**src/rtl/reg_writeback_unit.sv**
```systemverilog
// C-bus write side of the register bank: FIFO-buffered commits to GPRs, output ports and Working_Reg.
// Optional forwarding lookup over pending FIFO entries is enabled by defining WB_FWD_EN.
module reg_writeback_unit #(
  parameter int unsigned DATA_W  = 16,
  parameter int unsigned SEL_W   = 6,
  parameter int unsigned DEPTH   = 4,
  parameter int unsigned NUM_GPR = 28
) (
  input  logic              clk,
  input  logic              nreset,
  input  logic [SEL_W-1:0]  Sel_C,
  input  logic [DATA_W-1:0] Data_C,
  input  logic              C_valid,
  output logic              C_ready,
  input  logic              MW,
  input  logic              MR,
  input  logic [DATA_W-1:0] W_IN,
  output logic              wb_en,
  output logic [4:0]        wb_sel,
  output logic [DATA_W-1:0] wb_data,
  output logic [DATA_W-1:0] Output_Port_0,
  output logic [DATA_W-1:0] Output_Port_1,
  output logic [DATA_W-1:0] Working_Reg,
  output logic              err_illegal,
  output logic [7:0]        err_count,
  input  logic [SEL_W-1:0]  fwd_sel,
  output logic              fwd_hit,
  output logic [DATA_W-1:0] fwd_data
);

  localparam int unsigned PTR_W = (DEPTH > 1) ? $clog2(DEPTH) : 1;
  localparam int unsigned CNT_W = PTR_W + 1;
  localparam logic [SEL_W-1:0] SEL_OP0 = SEL_W'(30);
  localparam logic [SEL_W-1:0] SEL_OP1 = SEL_W'(31);
  localparam logic [SEL_W-1:0] SEL_WRK = SEL_W'(34);
  localparam logic [SEL_W-1:0] SEL_GPR_END = SEL_W'(NUM_GPR);

  typedef struct packed {
    logic [SEL_W-1:0]  sel;
    logic [DATA_W-1:0] data;
  } entry_t;

  entry_t           mem [DEPTH];
  logic [PTR_W-1:0] wr_ptr;
  logic [PTR_W-1:0] rd_ptr;
  logic [CNT_W-1:0] count;
  logic             rdy_q;
  logic             full;
  logic             empty;
  logic             push;
  logic             pop;
  entry_t           head;

  assign full    = (count == CNT_W'(DEPTH));
  assign empty   = (count == '0);
  // Ready is held low through reset and rises on the first edge after release.
  assign C_ready = rdy_q & ~full;
  assign push    = C_valid & C_ready;
  assign pop     = ~empty & ~MW;
  assign head    = mem[rd_ptr];

  // FIFO storage, pointers and occupancy
  always_ff @(posedge clk or negedge nreset) begin
    if (!nreset) begin
      wr_ptr <= '0;
      rd_ptr <= '0;
      count  <= '0;
      rdy_q  <= 1'b0;
      for (int unsigned i = 0; i < DEPTH; i++) mem[i] <= '0;
    end else begin
      rdy_q <= 1'b1;
      if (push) begin
        mem[wr_ptr] <= '{sel: Sel_C, data: Data_C};
        wr_ptr      <= wr_ptr + PTR_W'(1);
      end
      if (pop) rd_ptr <= rd_ptr + PTR_W'(1);
      case ({push, pop})
        2'b10:   count <= count + CNT_W'(1);
        2'b01:   count <= count - CNT_W'(1);
        default: count <= count;
      endcase
    end
  end

  // Commit decode of the head entry
  always_ff @(posedge clk or negedge nreset) begin
    if (!nreset) begin
      wb_en         <= 1'b0;
      wb_sel        <= '0;
      wb_data       <= '0;
      Output_Port_0 <= '0;
      Output_Port_1 <= '0;
      Working_Reg   <= '0;
      err_illegal   <= 1'b0;
      err_count     <= '0;
    end else begin
      wb_en       <= 1'b0;
      err_illegal <= 1'b0;
      if (pop) begin
        if (head.sel < SEL_GPR_END) begin
          wb_en   <= 1'b1;
          wb_sel  <= 5'(head.sel);
          wb_data <= head.data;
        end else if (head.sel == SEL_OP0) begin
          Output_Port_0 <= head.data;
        end else if (head.sel == SEL_OP1) begin
          Output_Port_1 <= head.data;
        end else if (head.sel == SEL_WRK) begin
          if (!MR) Working_Reg <= head.data;
        end else begin
          err_illegal <= 1'b1;
          if (err_count != 8'hFF) err_count <= err_count + 8'd1;
        end
      end
      // A memory read wins over a same-edge commit to Working_Reg.
      if (MR) Working_Reg <= W_IN;
    end
  end

`ifdef WB_FWD_EN
  logic [PTR_W-1:0] fwd_idx;

  // Scan oldest to newest so the newest match is the one left standing.
  always_comb begin
    fwd_hit  = 1'b0;
    fwd_data = '0;
    fwd_idx  = '0;
    for (int unsigned i = 0; i < DEPTH; i++) begin
      fwd_idx = rd_ptr + PTR_W'(i);
      if ((CNT_W'(i) < count) && (mem[fwd_idx].sel == fwd_sel)) begin
        fwd_hit  = 1'b1;
        fwd_data = mem[fwd_idx].data;
      end
    end
  end
`else
  logic unused_fwd_sel;

  assign unused_fwd_sel = ^fwd_sel;
  assign fwd_hit        = 1'b0;
  assign fwd_data       = '0;
`endif

endmodule
```
**config.mk**
```make
export PLATFORM = sky130hd
export DESIGN_NAME = reg_writeback_unit
export DESIGN_NICKNAME = d
export VERILOG_FILES = /design/src/rtl/reg_writeback_unit.sv
export SDC_FILE = /design/constraint.sdc
export NUM_CORES = 1
export LEC_CHECK = 0
export CAP_MARGIN = 40
export CELL_PAD_IN_SITES_DETAIL_PLACEMENT = 1
export CELL_PAD_IN_SITES_GLOBAL_PLACEMENT = 1
export CORE_ASPECT_RATIO = 1.25
export CORE_MARGIN = 5
export CORE_UTILIZATION = 40
export DETAILED_ROUTE_END_ITERATION = 8
export PLACE_DENSITY_LB_ADDON = 0.1
export SLEW_MARGIN = 20
export SYNTH_ARGS = -nofsm -noshare
export SYNTH_HDL_FRONTEND = slang
export SYNTH_SLANG_ARGS = --single-unit
```
**constraint.sdc**
```tcl
create_clock -name clk -period 2.8 [get_ports clk]
set_input_delay 0.56 -clock clk [delete_from_list [all_inputs] [get_ports clk]]
set_output_delay 0.56 -clock clk [all_outputs]
set_load 0.03 [all_outputs]
```
### Word-level counts from Yosys, hierarchy flattened

Index checks and enable logic that the tools add are counted.
Widths: inputs -> output; s select.

* flip-flop bits (word level): 175
* latch bits: 0
* bits in writable memories: 0
* memory bits (read-only): 0
* input port bits: 49
* output and inout port bits: 97
* word-level logic and storage cells: 81
* memories kept: 0

* add/subtract/negate cells: 5
* multiply operators: 0
* div/mod/pow operators: 0
* $lt $le $gt $ge: 4
* equality and inequality tests: 10
* shifts and indexed selects: 0
* muxes and demuxes: 20
* bitwise operators: 12
* reductions and logical operators: 10

Operators with widths (number)
* $mux 16: 6
* $bwmux 88: 1
* $mux 22: 3
* $bmux 22 s2: 1
* $demux 22 s2: 1
* $eq 6x5->1 const B: 2
* $add 8x1->8 const B: 1
* $ne 8x8->1 const B: 1
* $mux 1: 7
* $not 1->1: 7
* $eq 6x6->1 const B: 1
* $ge 3x3->1 const B: 2
* $lt 6x5->1 const B: 1
* $ne 2x2->1 const B: 3
* $not 2->3: 2
* $pmux 3 s2: 1
* $reduce_and 6->1: 1
* $reduce_bool 2->1: 3
* $reduce_and 5->1: 1
* $add 2x1->2 const B: 2
* $reduce_and 4->1: 1
* $add 3x1->3 const B: 1
* $and 1x1->1: 3
* $eq 3x3->1 const B: 1
* 8 further kinds: 8

### Longest topological paths before layout

* depth in word-level cells: 11
* gate-level depth with buffers: 10
* mapped depth without buffers: 9

### Worst setup path after synthesis

OpenSTA, ideal clock, no wires.

* path type: register to register
* start: register count[0]
* end: register count[2]
* setup time: 0.125 ns
* data arrival time: 2.649 ns
* required time: 2.675 ns
* slack: 0.026 ns
* cell stages (with the launch flop): 11
* buffers on the path: 1
* clock period less this slack: 2.774 ns
* cell sequence: dfrtp_1 > nor2_1 > a21boi_0 > and2_1 > clkbuf_1 > inv_1 > ha_1 > fa_1 > xnor2_1 > nor2_1 > xor2_1

* longest elaborated chain between the ends: 6
* elaborated cells between the ends (all ways): 13
* classes of those cells: 2 x add/sub; 3 x eq/ne; 1 x mux; 5 x bitwise; 2 x reduce/logical

RTL lines
* start: declaration: RTL line 46 `logic [CNT_W-1:0] count;`
* start signal: assignment: RTL line 78 `2'b10: count <= count + CNT_W'(1);`
* start signal: assignment: RTL line 79 `2'b01: count <= count - CNT_W'(1);`
* start signal: assignment: RTL line 80 `default: count <= count;`
* $eq 3x3->1 (*): RTL line 54 `assign full = (count == CNT_W'(DEPTH));`
* $not 1->1 (*): RTL line 57 `assign C_ready = rdy_q & ~full;`
* $and 1x1->1 (*): RTL line 57
* net C_ready: RTL line 14 `output logic C_ready,`
* $and 1x1->1 (*): RTL line 58 `assign push = C_valid & C_ready;`
* $eq 2x1->1 / $eq 2x2->1 (equally long branches): RTL line 77 `case ({push, pop})`
* $pmux 3 s2 / $reduce_bool 2->1 (equally long branches)

The timed path passes the listed nets; every way through them passes the cells marked *.
A chain may end at the register's enable or synchronous reset.

### Worst setup path after layout

* start: register rd_ptr[0]
* end: register err_count[1]

* longest elaborated chain between the ends: 7
* elaborated cells between the ends (all ways): 13
* classes of those cells: 1 x order compare; 3 x eq/ne; 3 x mux; 5 x bitwise; 1 x reduce/logical

RTL lines
* start: declaration: RTL line 45 `logic [PTR_W-1:0] rd_ptr;`
* start signal: assignment: RTL line 76 `if (pop) rd_ptr <= rd_ptr + PTR_W'(1);`
* $not 2->3 (implied by the code) (*): RTL line 60 `assign head = mem[rd_ptr];`
* $bmux 22 s2 (*): RTL line 60
* $mux 22 (implied by the code) (*) (2 in a row): RTL line 60
* $lt 6x5->1 (tied with other cells): RTL line 100 `if (head.sel < SEL_GPR_END) begin`
* $not 1->1 (no line)
* $reduce_and 6->1 (no line) (*)
* end signal: assignment: RTL line 112 `if (err_count != 8'hFF) err_count <= err_count + 8'd1;`
* end: declaration: RTL line 25 `output logic [7:0] err_count,`

Mark *: on every way between the ends. The rest lies on a longest branch, timed or not. The select of a mux whose other input is x is not followed.

==> results.tsv <==
metric	value	unit
Req. time, crit path	3.11	ns
Worst Path Max Fanout	8	
root buffer cell	clkbuf_16	
drc violations	0	
Initial Util	40.6	%
Final Net Count	691	
antenna-violating nets left	0	
Max Freq	0.397	GHz
Clock Skews	0.00817	ns
hpwl dp	13100	um
worst slew pin tran	0.629	ns
die area	0.0218	mm2
Area Growth Syn to Fin	28.0	%
Rel. slew slack	58.0	%
status	completed	
RSZ-0062 raised after global routing	no	
fin worst setup slack	0.280	ns
clk buf depth	2	
first-pass GRT wire length	29400	um
DP Worst Slack	0.110	ns
YS warnings	0	
IO Count	146	
Lkg Pwr	4.34	nW
setup bufs post-CTS	0	
count of cell types in the netlist	41	
vias	4521	
r2r setup slk	0.28	ns
clock-pin slew of the registers on the worst-case setup and hold paths	0.06	ns
Worst Setup Start Kind	register	
syn avg cell area	15.2	um2
total gr overflow	0	
final hold viol count	0	
CP endpoint kind	register	
per-cell routed wire length	20.9	um
TritonCTS clock tree	built	
Worst EP arrival	2.83	ns
critical path type	register to register	
Tcrit/Tclk final	90.0	%
initial antenna violation count	0	
CTS Buf Count	17	
hold-fix buffers at CTS	0	
max cap viols	0	
Initial DRC Count	143	
CP cell instances	buf_4 > mux4_2 > nor2b_1 > a22oi_2 > nand3_1 > mux2_1	
RePlAce Congestion	0.733	
Routed WL	18400	um
synthesized flop and latch total	175	
Total GRT Usage	17.6	%
number of global-route vias before repair	5133	
Pre-antenna DRT Iters	4	
worst vdd ir	0.000440	V
register area share after synthesis	57.7	%
Pwr Total	11.5	mW
post-placement cell count	848	
final setup vio count	0	
fraction of layout cells with a size suffix above 1	34.5	%
vias per inst	5.14	
Hold/Removal Path Class	primary input to async pin	
CP max-delay cell	mux4_2	
Core Rows	56	
Final Non-Filler Cells	880	
Post-CTS Resized	0	
Synth Instances	499	
Die Wd	133	um
clock sinks	175	
H-Tree Depth	4	
Worst-Skew Late Latency	0.42	ns
Tmin final	2.52	ns
Die Ht	164	um
max-slew violation count	0	
largest net degree at the start of global routing	67	
Mapped Area	0.00759	mm2
Critical Path Max Stage Delay	0.59	ns
TNS Setup	0	ns
# port buffers	122	
PwrDens	1190	mW/mm2
Core Area	0.0187	mm2
## registers in the layout (all words and copies together), names as in the netlist
signal and flops:
Output_Port_0 16, err_illegal 1, wr_ptr 2, wb_en 1
Output_Port_1 16, count 3, wb_sel 5, wb_data 16
rdy_q 1, rd_ptr 2, err_count 8, mem 88
Working_Reg 16
## metrics by stage
step | utilization (%) | area (um2) | hold WS [ns]
finish | 51.9 | 9720 | 0.134
global route | 51.9 | 9710 | 0.170
CTS | 51.9 | 9710 | 0.147
detailed placement | 48.6 | 9100 | 0.491
global placement | 48.6 | 9100 | 0.479
floorplan | - | 7650 | 0.264
## where the power goes
| group | internal [mW] | leakage (nW) | total (mW) | switching (mW) |
|---|---|---|---|---|
| sequential | 3.59 | 2.18 | 4.20 | 0.610 |
| clock | 1.51 | 0.290 | 2.47 | 0.961 |
| combinational | 2.44 | 1.87 | 4.85 | 2.42 |
| total | 7.54 | 4.34 | 11.5 | 3.99 |
## area by class of cell
class | instances | area, um2
Timing Repair Buffer | 141 | 1420
Inverter | 6 | 22.5
Clock inverter | 10 | 161
Sequential cell | 175 | 4380
Fill cell | 1785 | 8990
Multi-Input combinational cell | 294 | 2990
Tap cell | 232 | 290
Clock buffer | 21 | 450
Antenna cell | 1 | 2.50
## cells in the mapped netlist
master    number  area share [%]
xor2_1         1            0.12
buf_4         18             1.8
a31oi_1        3            0.25
and2_4         1            0.12
dfrtp_1      175              58
conb_1         2           0.099
buf_2          2            0.13
nor3b_1        1           0.099
mux4_2        22             6.5
nor2_2         1           0.082
nand4_1        4            0.33
o21ai_0       13            0.86
ha_1           6            0.99
and4b_1        1            0.13
clkbuf_1       5            0.25
mux2_1         1            0.15
nor3_1         1           0.066
nor3_2         1            0.13
a21boi_0       1           0.099
fa_1           1            0.26
nor2_1         4            0.20
mux2_2       133              20
and3_1         3            0.25
and3_4         1            0.15
mux2i_1       16             2.1
inv_1          6            0.30
buf_1         11            0.54
nor2b_1        1           0.082
nand2_1       25             1.2
a22oi_2        1            0.16
mux2_4        10             2.0
or2_2          1           0.082
o21ai_1        4            0.26
buf_8          1            0.20
nand2_2        1           0.082
and2_1         2            0.16
xnor2_1       10             1.2
buf_6          3            0.45
nand3_2        1            0.13
nor4b_4        1            0.31
nand3_1        4            0.26
## kinds of logic after synthesis
logic type / share of synthesized area (%)
multiplexers: 30.5
flip-flops: 57.7
AND/OR/NAND/NOR: 3.91
buffers and inverters: 3.64
AO/OA/AOI/OAI: 1.63
XOR/XNOR: 1.27
adder cells (fa/ha/maj): 1.25
other: 0.0989
## path summary, 6_finish.rpt
| kind | cells past startpoint | start | endpoint |
|---|---|---|---|
| worst max-delay path | 6 | rd_ptr[0]$_DFFE_PN0P_ | err_count[1]$_DFFE_PN0P_ |
| worst min-delay path | 1 | nreset | err_count[4]$_DFFE_PN0P_ |
| worst max register to register | 6 | rd_ptr[0]$_DFFE_PN0P_ | err_count[1]$_DFFE_PN0P_ |
| worst min register to register | 1 | mem[86]$_DFFE_PN0P_ | mem[86]$_DFFE_PN0P_ |
| max in group asynchronous | 2 | nreset | mem[65]$_DFFE_PN0P_ |
| min in group clk | 1 | mem[86]$_DFFE_PN0P_ | mem[86]$_DFFE_PN0P_ |
## metal layers
metal,routed length (um),track usage [%],vias to the layer above
met5,0,0,-
li1,-,-,2026
met2,9650,30.7,99
met3,746,4.01,23
met1,7750,21.8,2373
met4,246,5.66,0
## placed cells by master (no fill, tap or decap), types with 2 or more instances in the layout
cell and count:
buf_4 15, clkbuf_1 3, o21ai_1 4, nand3_1 4, buf_12 4, nand2_1 25
bufinv_16 4, inv_1 6, ha_1 6, clkinv_2 2, clkdlybuf4s50_1 121, xnor2_1 10
dfrtp_1 174, conb_1 18, nand4_1 4, and2_1 2, mux2i_1 16, a31oi_1 3
nor2_1 4, mux2_4 10, and3_1 3, mux2_2 133, clkbuf_16 17, mux4_2 22
o21ai_0 13, clkinvlp_4 3
## critical path, delay by kind of cell, from the launching register on
kind / cells / cell delay, ns
and+or+nand+nor: 2 / 0.36
DFF: 1 / 0.49
buffers and inverters: 1 / 0.26
AOI/OAI and AO/OA: 1 / 0.35
muxes: 2 / 0.94
(Power assumes the default switching activity.)
